## src/rtl/secuenciador_bus_rtc_if.sv

```systemverilog
// Signal bundle between the read/write control FSMs, the bus sequencer and the
// RTC pad buffer.
//
// Handshake: `start` (with rw/addr/burst_len) is a request that the sequencer
// samples on a rising edge only while it is idle (busy=0). A request that is
// present while busy is dropped, not queued. `done` pulses for one cycle when a
// transaction ends. `beat_req` pulses once per beat; the requester then has
// T_SETUP+T_CS+T_HOLD cycles to place that beat's write data on `wr_data`.
//
// Modports:
//   master - control FSM / pad side: drives the request, write data and bus_in.
//   slave  - the sequencer: drives the RTC strobes, pad controls, read data,
//            status and the state_dbg observation port.
interface secuenciador_bus_rtc_if #(
  parameter int DATA_W = 8,
  parameter int BL_W   = 3
);
  logic              start;
  logic              rw;
  logic [DATA_W-1:0] addr;
  logic [BL_W-1:0]   burst_len;
  logic [DATA_W-1:0] wr_data;
  logic              beat_req;
  logic [DATA_W-1:0] bus_in;
  logic [DATA_W-1:0] bus_out;
  logic              bus_oe;
  logic              cs_n;
  logic              wr_n;
  logic              rd_n;
  logic              ad_n;
  logic [DATA_W-1:0] rd_data;
  logic              rd_valid;
  logic              busy;
  logic              done;
  logic [2:0]        state_dbg;

  modport master (
    output start, rw, addr, burst_len, wr_data, bus_in,
    input  beat_req, bus_out, bus_oe, cs_n, wr_n, rd_n, ad_n,
    input  rd_data, rd_valid, busy, done, state_dbg
  );

  modport slave (
    input  start, rw, addr, burst_len, wr_data, bus_in,
    output beat_req, bus_out, bus_oe, cs_n, wr_n, rd_n, ad_n,
    output rd_data, rd_valid, busy, done, state_dbg
  );
endinterface

```

## src/rtl/secuenciador_bus_rtc.sv

```systemverilog
// Bus-cycle sequencer for a multiplexed address/data parallel RTC bus.
//
// Each beat is: address setup (ad_n low, address driven), address strobe
// (cs_n/wr_n low), address hold, gap (cs_n high, write data driven or bus
// released for a read), data strobe (cs_n plus wr_n or rd_n low) and data hold.
// Every phase length is a parameter; one 8-bit down-counter times them all.
// Bursts repeat the beat up to BURST_MAX times.
//
// Ports:
//   clk   - rising-edge clock
//   reset - synchronous, active-low reset
//   bif   - secuenciador_bus_rtc_if.slave: request/done handshake, write data,
//           beat_req, pad signals (bus_in/bus_out/bus_oe), RTC strobes
//           (cs_n/wr_n/rd_n/ad_n), read data (rd_data/rd_valid), busy and
//           state_dbg (current FSM state encoding).
//
// Build option:
//   SECUENCIADOR_ADDR_INC_EN defined - each burst beat addresses previous + 1.
//   undefined                        - every beat reuses the sampled address.
// All outputs are registered: next values are derived from the next state.
module secuenciador_bus_rtc #(
  parameter int DATA_W    = 8,
  parameter int T_SETUP   = 1,
  parameter int T_CS      = 6,
  parameter int T_HOLD    = 1,
  parameter int T_GAP     = 12,
  parameter int BURST_MAX = 4
) (
  input  logic                  clk,
  input  logic                  reset,
  secuenciador_bus_rtc_if.slave bif
);
  localparam int BL_W = $clog2(BURST_MAX + 1);

  if (T_SETUP < 1 || T_SETUP > 255 || T_CS < 1 || T_CS > 255 ||
      T_HOLD < 1 || T_HOLD > 255 || T_GAP < 1 || T_GAP > 255) begin : g_bad_timing
    $error("secuenciador_bus_rtc: timing parameters must be in 1..255");
  end

  // Counter reload values: a phase of T cycles counts T-1 down to 0.
  localparam logic [7:0] C_SETUP = 8'(T_SETUP - 1);
  localparam logic [7:0] C_CS    = 8'(T_CS - 1);
  localparam logic [7:0] C_HOLD  = 8'(T_HOLD - 1);
  localparam logic [7:0] C_GAP   = 8'(T_GAP - 1);

  typedef enum logic [2:0] {
    IDLE        = 3'd0,
    ADDR_SETUP  = 3'd1,
    ADDR_STROBE = 3'd2,
    ADDR_HOLD   = 3'd3,
    GAP         = 3'd4,
    DATA_STROBE = 3'd5,
    DATA_HOLD   = 3'd6
  } state_t;

  state_t            state_q, state_d;
  logic [7:0]        cnt_q, cnt_d;
  logic [BL_W-1:0]   beats_q, beats_d;   // beats still to run after the current one
  logic [DATA_W-1:0] addr_q, addr_d;
  logic              rd_q, rd_d;
  logic [DATA_W-1:0] bus_out_q, bus_out_d;
  logic [DATA_W-1:0] rd_data_q, rd_data_d;
  logic              cs_n_q, wr_n_q, rd_n_q, ad_n_q, bus_oe_q, busy_q;
  logic              cs_n_d, wr_n_d, rd_n_d, ad_n_d, bus_oe_d, busy_d;
  logic              beat_req_q, done_q, rd_valid_q;
  logic              beat_req_d, done_d, rd_valid_d;
  logic [BL_W-1:0]   len_eff;
  logic [DATA_W-1:0] next_addr;

  // 0 beats means 1; anything above BURST_MAX is clamped.
  always_comb begin
    len_eff = bif.burst_len;
    if (bif.burst_len == '0)
      len_eff = BL_W'(1);
    else if (bif.burst_len > BL_W'(BURST_MAX))
      len_eff = BL_W'(BURST_MAX);
  end

`ifdef SECUENCIADOR_ADDR_INC_EN
  assign next_addr = addr_q + DATA_W'(1);  // wraps modulo 2^DATA_W
`else
  assign next_addr = addr_q;
`endif

  always_comb begin
    state_d    = state_q;
    cnt_d      = (state_q == IDLE) ? cnt_q : cnt_q - 8'd1;
    beats_d    = beats_q;
    addr_d     = addr_q;
    rd_d       = rd_q;
    bus_out_d  = bus_out_q;
    rd_data_d  = rd_data_q;
    beat_req_d = 1'b0;
    done_d     = 1'b0;
    rd_valid_d = 1'b0;

    case (state_q)
      IDLE: if (bif.start) begin
        state_d    = ADDR_SETUP;
        cnt_d      = C_SETUP;
        addr_d     = bif.addr;
        rd_d       = bif.rw;
        beats_d    = len_eff - BL_W'(1);
        bus_out_d  = bif.addr;
        beat_req_d = 1'b1;
      end
      ADDR_SETUP: if (cnt_q == 8'd0) begin
        state_d = ADDR_STROBE;
        cnt_d   = C_CS;
      end
      ADDR_STROBE: if (cnt_q == 8'd0) begin
        state_d = ADDR_HOLD;
        cnt_d   = C_HOLD;
      end
      ADDR_HOLD: if (cnt_q == 8'd0) begin
        state_d = GAP;
        cnt_d   = C_GAP;
        if (!rd_q) bus_out_d = bif.wr_data;
      end
      GAP: if (cnt_q == 8'd0) begin
        state_d = DATA_STROBE;
        cnt_d   = C_CS;
      end
      DATA_STROBE: if (cnt_q == 8'd0) begin
        state_d = DATA_HOLD;
        cnt_d   = C_HOLD;
        // Capture on the edge that closes the read strobe.
        if (rd_q) begin
          rd_data_d  = bif.bus_in;
          rd_valid_d = 1'b1;
        end
      end
      DATA_HOLD: if (cnt_q == 8'd0) begin
        if (beats_q != '0) begin
          state_d    = ADDR_SETUP;
          cnt_d      = C_SETUP;
          beats_d    = beats_q - BL_W'(1);
          addr_d     = next_addr;
          bus_out_d  = next_addr;
          beat_req_d = 1'b1;
        end else begin
          state_d = IDLE;
          done_d  = 1'b1;
        end
      end
      default: state_d = IDLE;
    endcase

    // Level outputs follow the state being entered.
    ad_n_d   = !(state_d == ADDR_SETUP || state_d == ADDR_STROBE || state_d == ADDR_HOLD);
    cs_n_d   = !(state_d == ADDR_STROBE || state_d == DATA_STROBE);
    wr_n_d   = !(state_d == ADDR_STROBE || (state_d == DATA_STROBE && !rd_d));
    rd_n_d   = !(state_d == DATA_STROBE && rd_d);
    bus_oe_d = !ad_n_d ||
               (!rd_d && (state_d == GAP || state_d == DATA_STROBE || state_d == DATA_HOLD));
    busy_d   = (state_d != IDLE);
  end

  always_ff @(posedge clk) begin
    if (!reset) begin
      state_q    <= IDLE;
      cnt_q      <= 8'd0;
      beats_q    <= '0;
      addr_q     <= '0;
      rd_q       <= 1'b0;
      bus_out_q  <= '0;
      rd_data_q  <= '0;
      cs_n_q     <= 1'b1;
      wr_n_q     <= 1'b1;
      rd_n_q     <= 1'b1;
      ad_n_q     <= 1'b1;
      bus_oe_q   <= 1'b0;
      busy_q     <= 1'b0;
      beat_req_q <= 1'b0;
      done_q     <= 1'b0;
      rd_valid_q <= 1'b0;
    end else begin
      state_q    <= state_d;
      cnt_q      <= cnt_d;
      beats_q    <= beats_d;
      addr_q     <= addr_d;
      rd_q       <= rd_d;
      bus_out_q  <= bus_out_d;
      rd_data_q  <= rd_data_d;
      cs_n_q     <= cs_n_d;
      wr_n_q     <= wr_n_d;
      rd_n_q     <= rd_n_d;
      ad_n_q     <= ad_n_d;
      bus_oe_q   <= bus_oe_d;
      busy_q     <= busy_d;
      beat_req_q <= beat_req_d;
      done_q     <= done_d;
      rd_valid_q <= rd_valid_d;
    end
  end

  assign bif.cs_n      = cs_n_q;
  assign bif.wr_n      = wr_n_q;
  assign bif.rd_n      = rd_n_q;
  assign bif.ad_n      = ad_n_q;
  assign bif.bus_oe    = bus_oe_q;
  assign bif.bus_out   = bus_out_q;
  assign bif.rd_data   = rd_data_q;
  assign bif.rd_valid  = rd_valid_q;
  assign bif.busy      = busy_q;
  assign bif.done      = done_q;
  assign bif.beat_req  = beat_req_q;
  assign bif.state_dbg = state_q;
endmodule

```

## src/flat_wrapper.sv

```systemverilog
// flat-port wrapper written by rule: the top's interface ports become plain ports
module secuenciador_bus_rtc_flat 
#(
  parameter int DATA_W    = 8,
  parameter int T_SETUP   = 1,
  parameter int T_CS      = 6,
  parameter int T_HOLD    = 1,
  parameter int T_GAP     = 12,
  parameter int BURST_MAX = 4
)
  (clk, reset, bif_start, bif_rw, bif_addr, bif_burst_len, bif_wr_data, bif_bus_in, bif_beat_req, bif_bus_out, bif_bus_oe, bif_cs_n, bif_wr_n, bif_rd_n, bif_ad_n, bif_rd_data, bif_rd_valid, bif_busy, bif_done, bif_state_dbg);
  secuenciador_bus_rtc_if #(.DATA_W(DATA_W), .BL_W(3)) bif_i ();
  input  logic clk;
  input  logic reset;
  input wire logic [$bits(bif_i.start)-1:0] bif_start;
  input wire logic [$bits(bif_i.rw)-1:0] bif_rw;
  input wire logic [$bits(bif_i.addr)-1:0] bif_addr;
  input wire logic [$bits(bif_i.burst_len)-1:0] bif_burst_len;
  input wire logic [$bits(bif_i.wr_data)-1:0] bif_wr_data;
  input wire logic [$bits(bif_i.bus_in)-1:0] bif_bus_in;
  output wire logic [$bits(bif_i.beat_req)-1:0] bif_beat_req;
  output wire logic [$bits(bif_i.bus_out)-1:0] bif_bus_out;
  output wire logic [$bits(bif_i.bus_oe)-1:0] bif_bus_oe;
  output wire logic [$bits(bif_i.cs_n)-1:0] bif_cs_n;
  output wire logic [$bits(bif_i.wr_n)-1:0] bif_wr_n;
  output wire logic [$bits(bif_i.rd_n)-1:0] bif_rd_n;
  output wire logic [$bits(bif_i.ad_n)-1:0] bif_ad_n;
  output wire logic [$bits(bif_i.rd_data)-1:0] bif_rd_data;
  output wire logic [$bits(bif_i.rd_valid)-1:0] bif_rd_valid;
  output wire logic [$bits(bif_i.busy)-1:0] bif_busy;
  output wire logic [$bits(bif_i.done)-1:0] bif_done;
  output wire logic [$bits(bif_i.state_dbg)-1:0] bif_state_dbg;
  assign bif_i.start = bif_start;
  assign bif_i.rw = bif_rw;
  assign bif_i.addr = bif_addr;
  assign bif_i.burst_len = bif_burst_len;
  assign bif_i.wr_data = bif_wr_data;
  assign bif_i.bus_in = bif_bus_in;
  assign bif_beat_req = bif_i.beat_req;
  assign bif_bus_out = bif_i.bus_out;
  assign bif_bus_oe = bif_i.bus_oe;
  assign bif_cs_n = bif_i.cs_n;
  assign bif_wr_n = bif_i.wr_n;
  assign bif_rd_n = bif_i.rd_n;
  assign bif_ad_n = bif_i.ad_n;
  assign bif_rd_data = bif_i.rd_data;
  assign bif_rd_valid = bif_i.rd_valid;
  assign bif_busy = bif_i.busy;
  assign bif_done = bif_i.done;
  assign bif_state_dbg = bif_i.state_dbg;
  secuenciador_bus_rtc #(.DATA_W(DATA_W), .T_SETUP(T_SETUP), .T_CS(T_CS), .T_HOLD(T_HOLD), .T_GAP(T_GAP), .BURST_MAX(BURST_MAX)) u_core (.clk(clk), .reset(reset), .bif(bif_i));
endmodule
```

## config.mk

```make
export PLATFORM = sky130hd
export DESIGN_NAME = secuenciador_bus_rtc_flat
export DESIGN_NICKNAME = d
export VERILOG_FILES = /design/src/rtl/secuenciador_bus_rtc_if.sv /design/src/rtl/secuenciador_bus_rtc.sv /design/src/flat_wrapper.sv
export SDC_FILE = /design/constraint.sdc
export NUM_CORES = 1
export LEC_CHECK = 0
export CELL_PAD_IN_SITES_DETAIL_PLACEMENT = 2
export CELL_PAD_IN_SITES_GLOBAL_PLACEMENT = 2
export CORE_MARGIN = 2
export CORE_UTILIZATION = 31
export DETAILED_ROUTE_END_ITERATION = 10
export GPL_TIMING_DRIVEN = 0
export PLACE_DENSITY_LB_ADDON = 0.1
export SYNTH_ARGS = -nofsm -noshare
export SYNTH_HDL_FRONTEND = slang
export SYNTH_SLANG_ARGS = --single-unit
```

## constraint.sdc

```tcl
create_clock -name clk -period 3.8 [get_ports clk]
set_clock_uncertainty 0.1 [all_clocks]
set_input_delay 1.14 -clock clk [delete_from_list [all_inputs] [get_ports clk]]
set_output_delay 1.14 -clock clk [all_outputs]
set_load 0.02 [all_outputs]
```

**Word level (Yosys, flattened, before mapping)**

Cells that the tools add are included.

- Register bits: 48

- Multiplexer cells: 37
- Reduce and logical (&&, ||, !) cells: 30
- Equal/unequal tests: 17
- $lt $le $gt $ge: 1
- Add/sub/neg operators: 3

Operators by type and width:

| kind | number |
|---|---|
| two-way mux 8 bit | 12 |
| one-hot mux 8 bit (5 select lines) | 1 |
| two-way mux 3 bit | 12 |
| one-hot mux 8 bit (3 select lines) | 1 |
| one-hot mux 3 bit (7 select lines) | 1 |
| equality test 3 bit (second input constant) | 6 |
| equality test 3 x 2 -> 1 bit (second input constant) | 4 |
| AND reduction 3 bit | 3 |
| nonzero test 3 bit | 3 |
| logical NOT 8 bit | 1 |
| two-way mux 1 bit | 8 |
| subtractor 8 x 1 -> 8 bit (second input constant) | 1 |
| logical OR 1 bit | 7 |
| equality test 3 x 1 -> 1 bit (second input constant) | 2 |
| logical NOT 3 bit | 2 |
| != test 2 x 1 -> 1 bit (second input constant) | 3 |
| one-hot mux 3 bit (2 select lines) | 1 |
| AND reduction 6 bit | 1 |
| subtractor 3 x 1 -> 3 bit (second input constant) | 2 |
| logical NOT 1 bit | 5 |
| != test 2 bit (second input constant) | 2 |
| AND reduction 4 bit | 1 |
| OR reduction 2 bit | 2 |
| > comparator 3 bit (second input constant) | 1 |
| other kinds (4) | 6 |

**Depth between registers and ports, before layout**

Gate-level depths: netlist (run 1).

- Word-level depth: 9
- Gate-level depth with buffers: 10
- Depth with buffers taken out: 8

**Worst setup path after synthesis (run 1)**

No wires, ideal clock.

- Path type: in2reg
- Start: input bif_start
- End: register u_core.bus_out_q[6] (netlist: u_core.bif.bus_out[6])
- Required time: 3.630 ns
- Buffers on the path: 1
- Data arrival time: 2.186 ns
- Library setup time: 0.070 ns
- Setup slack: 1.444 ns
- Cell stages on the path: 6
- Cell sequence: or3b_1 > a21oi_1 > o22ai_2 > buf_4 > a21o_1 > a21oi_1

- Longest elaborated chain between the ends: 2

RTL lines:

| item | line | source |
|---|---|---|
| from (decl) | flat_wrapper.sv:15 | `input wire logic [$bits(bif_i.start)-1:0] bif_start;` |
| != test 2 bit (no line) | n/a |  |
| AND reduction 6 bit (no line) | n/a |  |
| to (signal assigned) | secuenciador_bus_rtc.sv:183 | `bus_out_q <= bus_out_d;` |
| to (decl) | secuenciador_bus_rtc.sv:61 | `logic [DATA_W-1:0] bus_out_q, bus_out_d;` |

Every way passes these cells.
A chain may end at the register's enable or synchronous reset.

**Final worst setup path (run 1)**

Ends and elaborated chain as after synthesis.

==> flow_summary.ini, run 1 <==
[clocking]
clk_latency_ns = 0.31
cts_num_sinks = 48
numCtsBuffers = 5
root_buffer = clkbuf_8
clk_path_buf_depth = 2
cts_tree = built
cts_hold_buf = 0
cts-resized-gates = 0
h-tree-depth = 2
post_cts_buffers = 0
clk_pin_slew_ns = 0.09

[min_path]
holdCritPathClass = register to register

[worst_setup_path]
startpoint_type = primary input
critPathBufInv = 2
required_ns = 3.94
crit_chain = clkdlybuf4s50_1 > or3b_1 > a21oi_1 > o22ai_2 > buf_4 > a21o_1 > a21oi_1
worstPathArrival_ns = 3.00
critPathSlowestCell = clkdlybuf4s50_1
cpMostUsedCell = a21oi_1
setup.worst_path.end_class = register
path_max_fanout = 10
worstSetupPathType = primary input to register
cp_top_family = buffers and inverters
cpPeakStageDelay_ns = 0.58

[route]
vias = 2320
drt_iter0_markers = 30
route.met3.wl_um = 222
vias_per_cell = 5.16
wl_met2_mm = 3.79
routedWlPerCell_um = 16.4
wl_met1_mm = 3.30
routed_wl_mm = 7.39
firstDrtPassIters = 5
ant_nets = 0
detail_route.drc_violations = 0
top_layer_used = met4

[timing]
setup_ws_ns = 0.943
fin_crit_ns = 2.86
rsz0062_at_grt = false
whs_ns = 0.355
setup_viol = 0
timing.setup.tns_ns = 0
relSlewSlack_pct = 56.8
hold_viol_final = 0
finalCritPeriodShare_pct = 75.2
tightest_slew_ns = 0.646
final-max-slew-violation-count = 0
max_freq_mhz = 350

[logic_synthesis]
netlist_area_um2 = 2390
syn_nets = 317
ys_ff_latch = 48
synthTopCellsByCount = 48 x dfxtp_1, 44 x nand2_1, 31 x a21oi_1
ys_types = 48
syn_area_per_cell_um2 = 8.45
ys_warn_count = 0
netlist_instances = 283
synth_edf_count = 0
ys_top_cells_by_area = dfxtp_1 40%, nand2_1 6.9%, a21oi_1 6.5%
synth_top_area_cell = dfxtp_1
synthArstFlopShare_pct = 0
yosysSeqAreaShare_pct = 40.2
synth-main-ff-cell = dfxtp_1
synth_top_area_share_pct = 40.2
synth.most_common_cell = dfxtp_1

[place]
dp_hpwl_mm = 5.55
gp_congestion = 0.771
place_ws_ns = 0.625
io_buffers = 57

[cells_and_area]
n_fill_cell = 874
area_growth_pct = 33.7
fin_nets = 381
diodes = 0
drive_gt1_share_pct = 7.76

[power_and_ir_drop]
p_per_area_nw_per_um2 = 783
p_leak_uw = 0.00124
ir_worst_vdd_mv = 0.260
power_uw = 2500

[global_routing]
antenna_found_initial = 0
grt_start_max_net_pins = 15
grt_usage_pct = 18.3
grt_pass1_wl_mm = 12.3
grt-ovfl-total = 0
grt_pass1_vias = 2528

[floorplan]
start_util_pct = 31.4
die-area_um2 = 8430
die_y_um = 91.8
rows = 32
placeableCoreArea_um2 = 7610
pin_count = 59
die_x_um = 91.8

[run]
maxCapViolCount = 0

[run_status]
status = complete, no violations
## final timing paths
path                                              start                    end  slack, ns  depth (start not counted)
worst max-delay path                          bif_start  u_core.bif.bus_out[6]       0.94                          7
worst min-delay path              u_core.bif.bus_out[3]  u_core.bif.bus_out[3]       0.36                          2
worst max register to register  u_core.bif.state_dbg[1]      u_core.beats_q[2]       1.43                         10
worst min register to register    u_core.bif.bus_out[3]  u_core.bif.bus_out[3]       0.36                          2
## final cells by class
class / count / area (um^2) / area share [%]
multi-input combinational: 212 / 1300 / 40.8
clock buffer: 6 / 72.6 / 2.27
inverter: 4 / 15.0 / 0.470
clock inverter: 2 / 35.0 / 1.10
buffer: 19 / 111 / 3.48
timing repair buffer: 57 / 571 / 17.8
sequential: 48 / 961 / 30.1
tap: 102 / 128 / 3.99
## stage by stage
stage	cells	utilization [%]	instance area (um^2)
detailed placement	442	40.6	3090
global placement	442	40.6	3090
global route	450	42.0	3200
CTS	450	42.0	3200
finish	450	42.0	3200
floorplan	283	-	2390
## logic make-up (layout without fill, tap and decap cells)
logic type,after synthesis,after routing,synth area share (%)
mux,12,12,5.23
buf+inv,23,88,5.29
simple gates,110,110,23.3
xor+xnor,5,5,1.83
compound gates,82,82,22.6
flops,48,48,40.2
fa+ha+maj,3,3,1.57
## placed cells by master, fill, tap and decap left out, types with 4 or more instances in the layout
master and instances:
clkdlybuf4s50_1 57, clkbuf_1 11, xnor2_1 5, a31oi_1 8
o21ai_0 7, nand3b_1 4, a22oi_1 9, nand3_1 9
a21o_1 10, nand2_1 44, mux2i_1 10, nor2b_1 7
a21oi_1 31, buf_4 4, nor2_1 21, dfxtp_1 48
clkbuf_8 5, nor3_1 4, inv_1 4
## where the power goes
group / leakage (uW) / internal (uW) / switching, uW
clock network: 0.0000552 / 196 / 180
logic: 0.000791 / 583 / 815
registers: 0.000392 / 632 / 98.0
## metal layers
| layer | vias up | track usage, % |
|---|---|---|
| met5 | - | 0 |
| met4 | 0 | 5.10 |
| met3 | 8 | 3.20 |
| met2 | 36 | 32.4 |
| met1 | 1144 | 22.8 |
| li1 | 1132 | - |
## flip-flops by register name (all words and copies together), names as in the netlist
register and count:
u_core.addr_q 8, u_core.beats_q 3, u_core.bif.ad_n 1, u_core.bif.beat_req 1
u_core.bif.bus_oe 1, u_core.bif.bus_out 8, u_core.bif.busy 1, u_core.bif.cs_n 1
u_core.bif.done 1, u_core.bif.rd_data 8, u_core.bif.rd_n 1, u_core.bif.rd_valid 1
u_core.bif.state_dbg 3, u_core.bif.wr_n 1, u_core.cnt_q 8, u_core.rd_q 1
## tightest hold or removal path, stage by stage, from the launching register on
cell and delay [ns]:
dfxtp_1 0.32, nand2_1 0.05, a21oi_1 0.05
Power figures use the tool's default switching activity.
==> run 2: changes to the inputs <==
- CORE_UTILIZATION: 31 -> 26
- clock period: 3.8 -> 2.6 ns (I/O delays scaled with it)
==> run 2 against run 1 <==
  * Worst setup slack got worse by 0.60 ns
  * Total power is 49% higher
  * Global-route usage fell by 1.9 points
  * Sequential power rose by 47%
  * Largest cell class unchanged
==> flow_summary.ini, run 2 (synthesis results as in run 1) <==
[worst_setup_path]
worstPathArrival_ns = 2.36
setup.worst_path.end_class = register
rr_worst_depth = 7
required_ns = 2.70
crit_chain = inv_1 > ha_1 > and3_2 > buf_6 > a211oi_1 > nand4_1 > and2_1
path_max_fanout = 10
startpoint_type = register
crit_cells = 7
cp_top_family = simple AND/OR/NAND/NOR gates
critPathBufInv = 2
worstSetupPathType = register to register
critPathSlowestCell = a211oi_1
cpPeakStageDelay_ns = 0.50

[route]
drt_iter0_markers = 102
routed_wl_mm = 7.77
vias = 2312
detail_route.drc_violations = 0
ant_nets = 0
routedWlPerCell_um = 17.0
vias_per_cell = 5.07
firstDrtPassIters = 4

[floorplan]
die-area_um2 = 9980
placeableCoreArea_um2 = 8810
die_x_um = 99.9
rows = 34
die_y_um = 99.9
pin_count = 59
start_util_pct = 27.2

[timing]
fin_crit_ns = 2.25
timing.setup.tns_ns = 0
hold_viol_final = 0
final-max-slew-violation-count = 0
rsz0062_at_grt = false
setup_viol = 0
relSlewSlack_pct = 54.2
tightest_slew_ns = 0.685
max_freq_mhz = 444
finalCritPeriodShare_pct = 86.6

[power_and_ir_drop]
net-switching-power_uw = 1650
ir_worst_vdd_mv = 0.319
sequentialPowerShare_pct = 28.6
clkPwrFrac_pct = 14.6
internal_power_uw = 2070
swShare_pct = 44.4
p_leak_uw = 0.00125
p_per_area_nw_per_um2 = 1160
combPwrFrac_pct = 56.7

[global_routing]
grt_usage_pct = 16.4
grt_start_max_net_pins = 15
grt-ovfl-total = 0
grt_pass1_wl_mm = 12.8
antenna_found_initial = 0
grt_pass1_vias = 2459

[clocking]
cts_hold_buf = 0
root_buffer = clkbuf_8
clk_pin_slew_ns = 0.09
h-tree-depth = 2
cts_tree = built
cts-resized-gates = 0
numCtsBuffers = 5
cts_num_sinks = 48
clk_path_buf_depth = 2
clk_latency_ns = 0.30
post_cts_buffers = 0

[place]
dp_hpwl_mm = 5.73
place_area_um2 = 3100
io_buffers = 57
gp_congestion = 0.724

[cells_and_area]
area_growth_pct = 34.5
n_fill_cell = 997
diodes = 0
drive_gt1_share_pct = 8.05
final_cell_area_um2 = 3220
mostFrequentLayoutCell = clkdlybuf4s50_1
most-common-layout-cells = 56 x clkdlybuf4s50_1, 48 x dfxtp_1, 44 x nand2_1
fin_nets = 381

[run]
maxCapViolCount = 0

[min_path]
hold_path_depth = 2
holdCritPathClass = register to register

[run_status]
status = complete, no violations
==> run 2: changes by cell type in the layout (fill, tap and decap cells not counted), sizes merged <==
cell | before | now
clkdlybuf4s50 | 57 | 56
dlymetal6s2s | 0 | 1
==> run 2: layout make-up <==
class	count	area [um^2]	share of cell area, %
plain buffers	19	113	3.50
inverters	4	15.0	0.467
clock inverters	2	35.0	1.09
multi-input cells	212	1310	40.8
clock buffers	6	72.6	2.26
well taps	108	135	4.20
flip-flops and latches	48	961	29.9
repair buffers	57	573	17.8
==> run 2: through the flow <==
| step | total power, uW | util, % | hold slack, ns | setup slack [ns] | cells |
|---|---|---|---|---|---|
| detailed placement | 3190 | 35.2 | 0.351 | -0.241 | 448 |
| finish | 3730 | 36.5 | 0.360 | 0.348 | 456 |
| floorplan | 2480 | - | 0.337 | 0.566 | 283 |
| CTS | 3760 | 36.4 | 0.365 | 0.0615 | 456 |
| global route | 4030 | 36.5 | 0.391 | 0.0233 | 456 |
| global placement | 3150 | 35.2 | 0.342 | -0.221 | 448 |
==> run 2: power groups by stage <==
| stage | combinational, uW | sequential [uW] | clock, uW |
|---|---|---|---|
| 6_report | 2110 | 1070 | 546 |
| 5_1_grt | 2340 | 1100 | 598 |
| 4_1_cts | 2120 | 1070 | 571 |
| 3_5_place_dp | 2110 | 1090 | 0 |
| 3_3_place_gp | 2080 | 1080 | 0 |
| 2_1_floorplan | 1310 | 1170 | 0 |
==> run 2: metal layers <==
metal / global-route usage [%] / vias to the layer above / part of all wire, %
met3: 3.20 / 6 / 3.5
met1: 22.5 / 1141 / 49
li1: - / 1131 / -
met2: 26.6 / 34 / 47
met5: 0 / - / 0
met4: 3.79 / 0 / 0.93
==> run 2: worst paths after layout <==
path,startpoint,endpoint,slack [ns]
setup reg to reg,u_core.cnt_q[0],u_core.bif.busy,0.35
hold reg to reg,u_core.bif.bus_out[2],u_core.bif.bus_out[2],0.36
hold / removal,u_core.bif.bus_out[2],u_core.bif.bus_out[2],0.36
setup / recovery,u_core.cnt_q[0],u_core.bif.busy,0.35
==> run 2: worst register-to-register path, cell delays in order (launching register included) <==
cell and delay [ns]:
dfxtp_1 0.42, inv_1 0.08, ha_1 0.25, and3_2 0.25, buf_6 0.17, a211oi_1 0.50
nand4_1 0.20, and2_1 0.20
==> run 3: changes to the inputs <==
- CORE_MARGIN: 2 -> 5
- CORE_UTILIZATION: 26 -> 31
- clock period: 2.6 -> 2.9 ns (I/O delays scaled with it)
==> run 3 against run 2 <==
  * Combinational power fell by 12%
  * Register-to-register slack improved by 0.26 ns
  * Clock-buffer cell count did not move
  * Via count rose by 0.52%
  * Cell area fell by 0.58%
  * Largest cell class unchanged
  * Largest power group unchanged
==> flow_summary.ini, run 3 (synthesis results as in run 1) <==
[power_and_ir_drop]
ir_worst_vdd_mv = 0.327
clkPwrFrac_pct = 14.7
internal_power_uw = 1850
sequentialPowerShare_pct = 29.1
net-switching-power_uw = 1440
swShare_pct = 43.8
p_per_area_nw_per_um2 = 1030
p_leak_uw = 0.00124
combPwrFrac_pct = 56.2
power_uw = 3290

[timing]
rsz0062_at_grt = false
setup_viol = 0
relSlewSlack_pct = 60.2
fin_crit_ns = 2.64
whs_ns = 0.360
final-max-slew-violation-count = 0
finalCritPeriodShare_pct = 91.1
max_freq_mhz = 378
setup_ws_ns = 0.257
tightest_slew_ns = 0.595
hold_viol_final = 0

[min_path]
holdCritPathClass = register to register

[cells_and_area]
final_cell_area_um2 = 3200
diodes = 0
mostFrequentLayoutCell = clkdlybuf4s50_1
fin_nets = 381
drive_gt1_share_pct = 7.76
area_growth_pct = 33.7
most-common-layout-cells = 57 x clkdlybuf4s50_1, 48 x dfxtp_1, 44 x nand2_1

[clocking]
cts_tree = built
h-tree-depth = 2
post_cts_buffers = 0
cts_num_sinks = 48
numCtsBuffers = 5
root_buffer = clkbuf_8
cts_hold_buf = 0
clk_path_buf_depth = 2
cts-resized-gates = 0
clk_latency_ns = 0.30
clk_pin_slew_ns = 0.09

[global_routing]
grt-ovfl-total = 0
grt_pass1_vias = 2536
use_met3_pct = 3.29
antenna_found_initial = 0
grt_use_met2_pct = 28.8
grt_usage_pct = 16.1
grt_start_max_net_pins = 15
grtUsageMet1_pct = 19.5
grt_busiest_layer = met2
grt_pass1_wl_mm = 12.7

[worst_setup_path]
reg2reg_to = u_core.beats_q[2]
crit_end = u_core.bif.bus_out[7]
setup.worst_path.end_class = register
rr_worst_depth = 9
startpoint_type = primary input
path_max_fanout = 10
reg2reg_from = u_core.bif.state_dbg[1]
worstSetupPathType = primary input to register
cp-startpoint = bif_start
required_ns = 3.03
worstPathArrival_ns = 2.77
regToRegSetupSlack_ns = 0.61

[place]
place_area_um2 = 3090
gp_congestion = 0.797
io_buffers = 57
dp_hpwl_mm = 5.69
place_ws_ns = -0.0511

[route]
routed_wl_mm = 7.54
vias_per_cell = 5.16
firstDrtPassIters = 4
drt_iter0_markers = 40
vias = 2324
routedWlPerCell_um = 16.8
detail_route.drc_violations = 0
ant_nets = 0

[floorplan]
rows = 32
start_util_pct = 31.4
placeableCoreArea_um2 = 7610
die_y_um = 97.8
die_x_um = 97.8
pin_count = 59
die-area_um2 = 9570

[run]
maxCapViolCount = 0

[run_status]
status = complete, no violations
[run 3: cell types whose count changed in the layout (fill, tap and decap cells not counted)]
cell / delta
clkdlybuf4s50_1: +1
dlymetal6s2s_1: -1
o22ai_4: -1
clkbuf_2: -1
o22ai_2: +1
clkbuf_1: +1
[run 3: worst min path at each step]
| stage | from | depth (start not counted) | slack (ns) | to |
|---|---|---|---|---|
| 3_5_place_dp | u_core.bif.bus_out[7] | 2 | 0.35 | u_core.bif.bus_out[7] |
| 2_1_floorplan | u_core.addr_q[0] | 2 | 0.34 | u_core.addr_q[0] |
| 6_report | u_core.addr_q[5] | 2 | 0.36 | u_core.addr_q[5] |
| 4_1_cts | u_core.addr_q[3] | 2 | 0.37 | u_core.addr_q[3] |
| 3_3_place_gp | u_core.addr_q[3] | 2 | 0.34 | u_core.addr_q[3] |
| 5_1_grt | u_core.addr_q[5] | 2 | 0.40 | u_core.addr_q[5] |
[run 3: power by group through the flow]
stage          Clock, uW  Combinational, uW  Sequential [uW]
6_report             484               1850              956
5_1_grt              536               2020              982
4_1_cts              509               1870              959
3_5_place_dp           0               1840              972
3_3_place_gp           0               1810              964
2_1_floorplan          0               1170             1050
[run 3: worst max-delay path, stage by stage]
cell and delay (ns):
clkdlybuf4s50_1 0.60, or3b_1 0.38, a21oi_1 0.21, o22ai_2 0.18, buf_4 0.23, a21o_1 0.16
a21oi_1 0.14
[run 3: through the flow]
step	util, %	cells	setup TNS [ns]
2_1_floorplan	-	283	0
3_3_place_gp	40.6	442	0
3_5_place_dp	40.6	442	-0.0992
4_1_cts	42.0	450	0
5_1_grt	42.0	450	0
6_report	42.0	450	0
[run 3: layout make-up]
| class | count | area (um^2) |
|---|---|---|
| buffer | 19 | 111 |
| clock buffer | 6 | 72.6 |
| clock inverter | 2 | 35.0 |
| fill | 878 | 4410 |
| timing repair buffer | 57 | 571 |
| multi-input combinational | 212 | 1300 |
| tap | 102 | 128 |
| inverter | 4 | 15.0 |
| sequential | 48 | 961 |
[run 3: routing by layer]
layer | part of all wire, % | up-vias | routed length [um]
li1 | - | 1129 | -
met1 | 45 | 1153 | 3390
met2 | 51 | 34 | 3820
met3 | 3.3 | 8 | 249
met4 | 1.0 | 0 | 76
met5 | 0 | - | 0
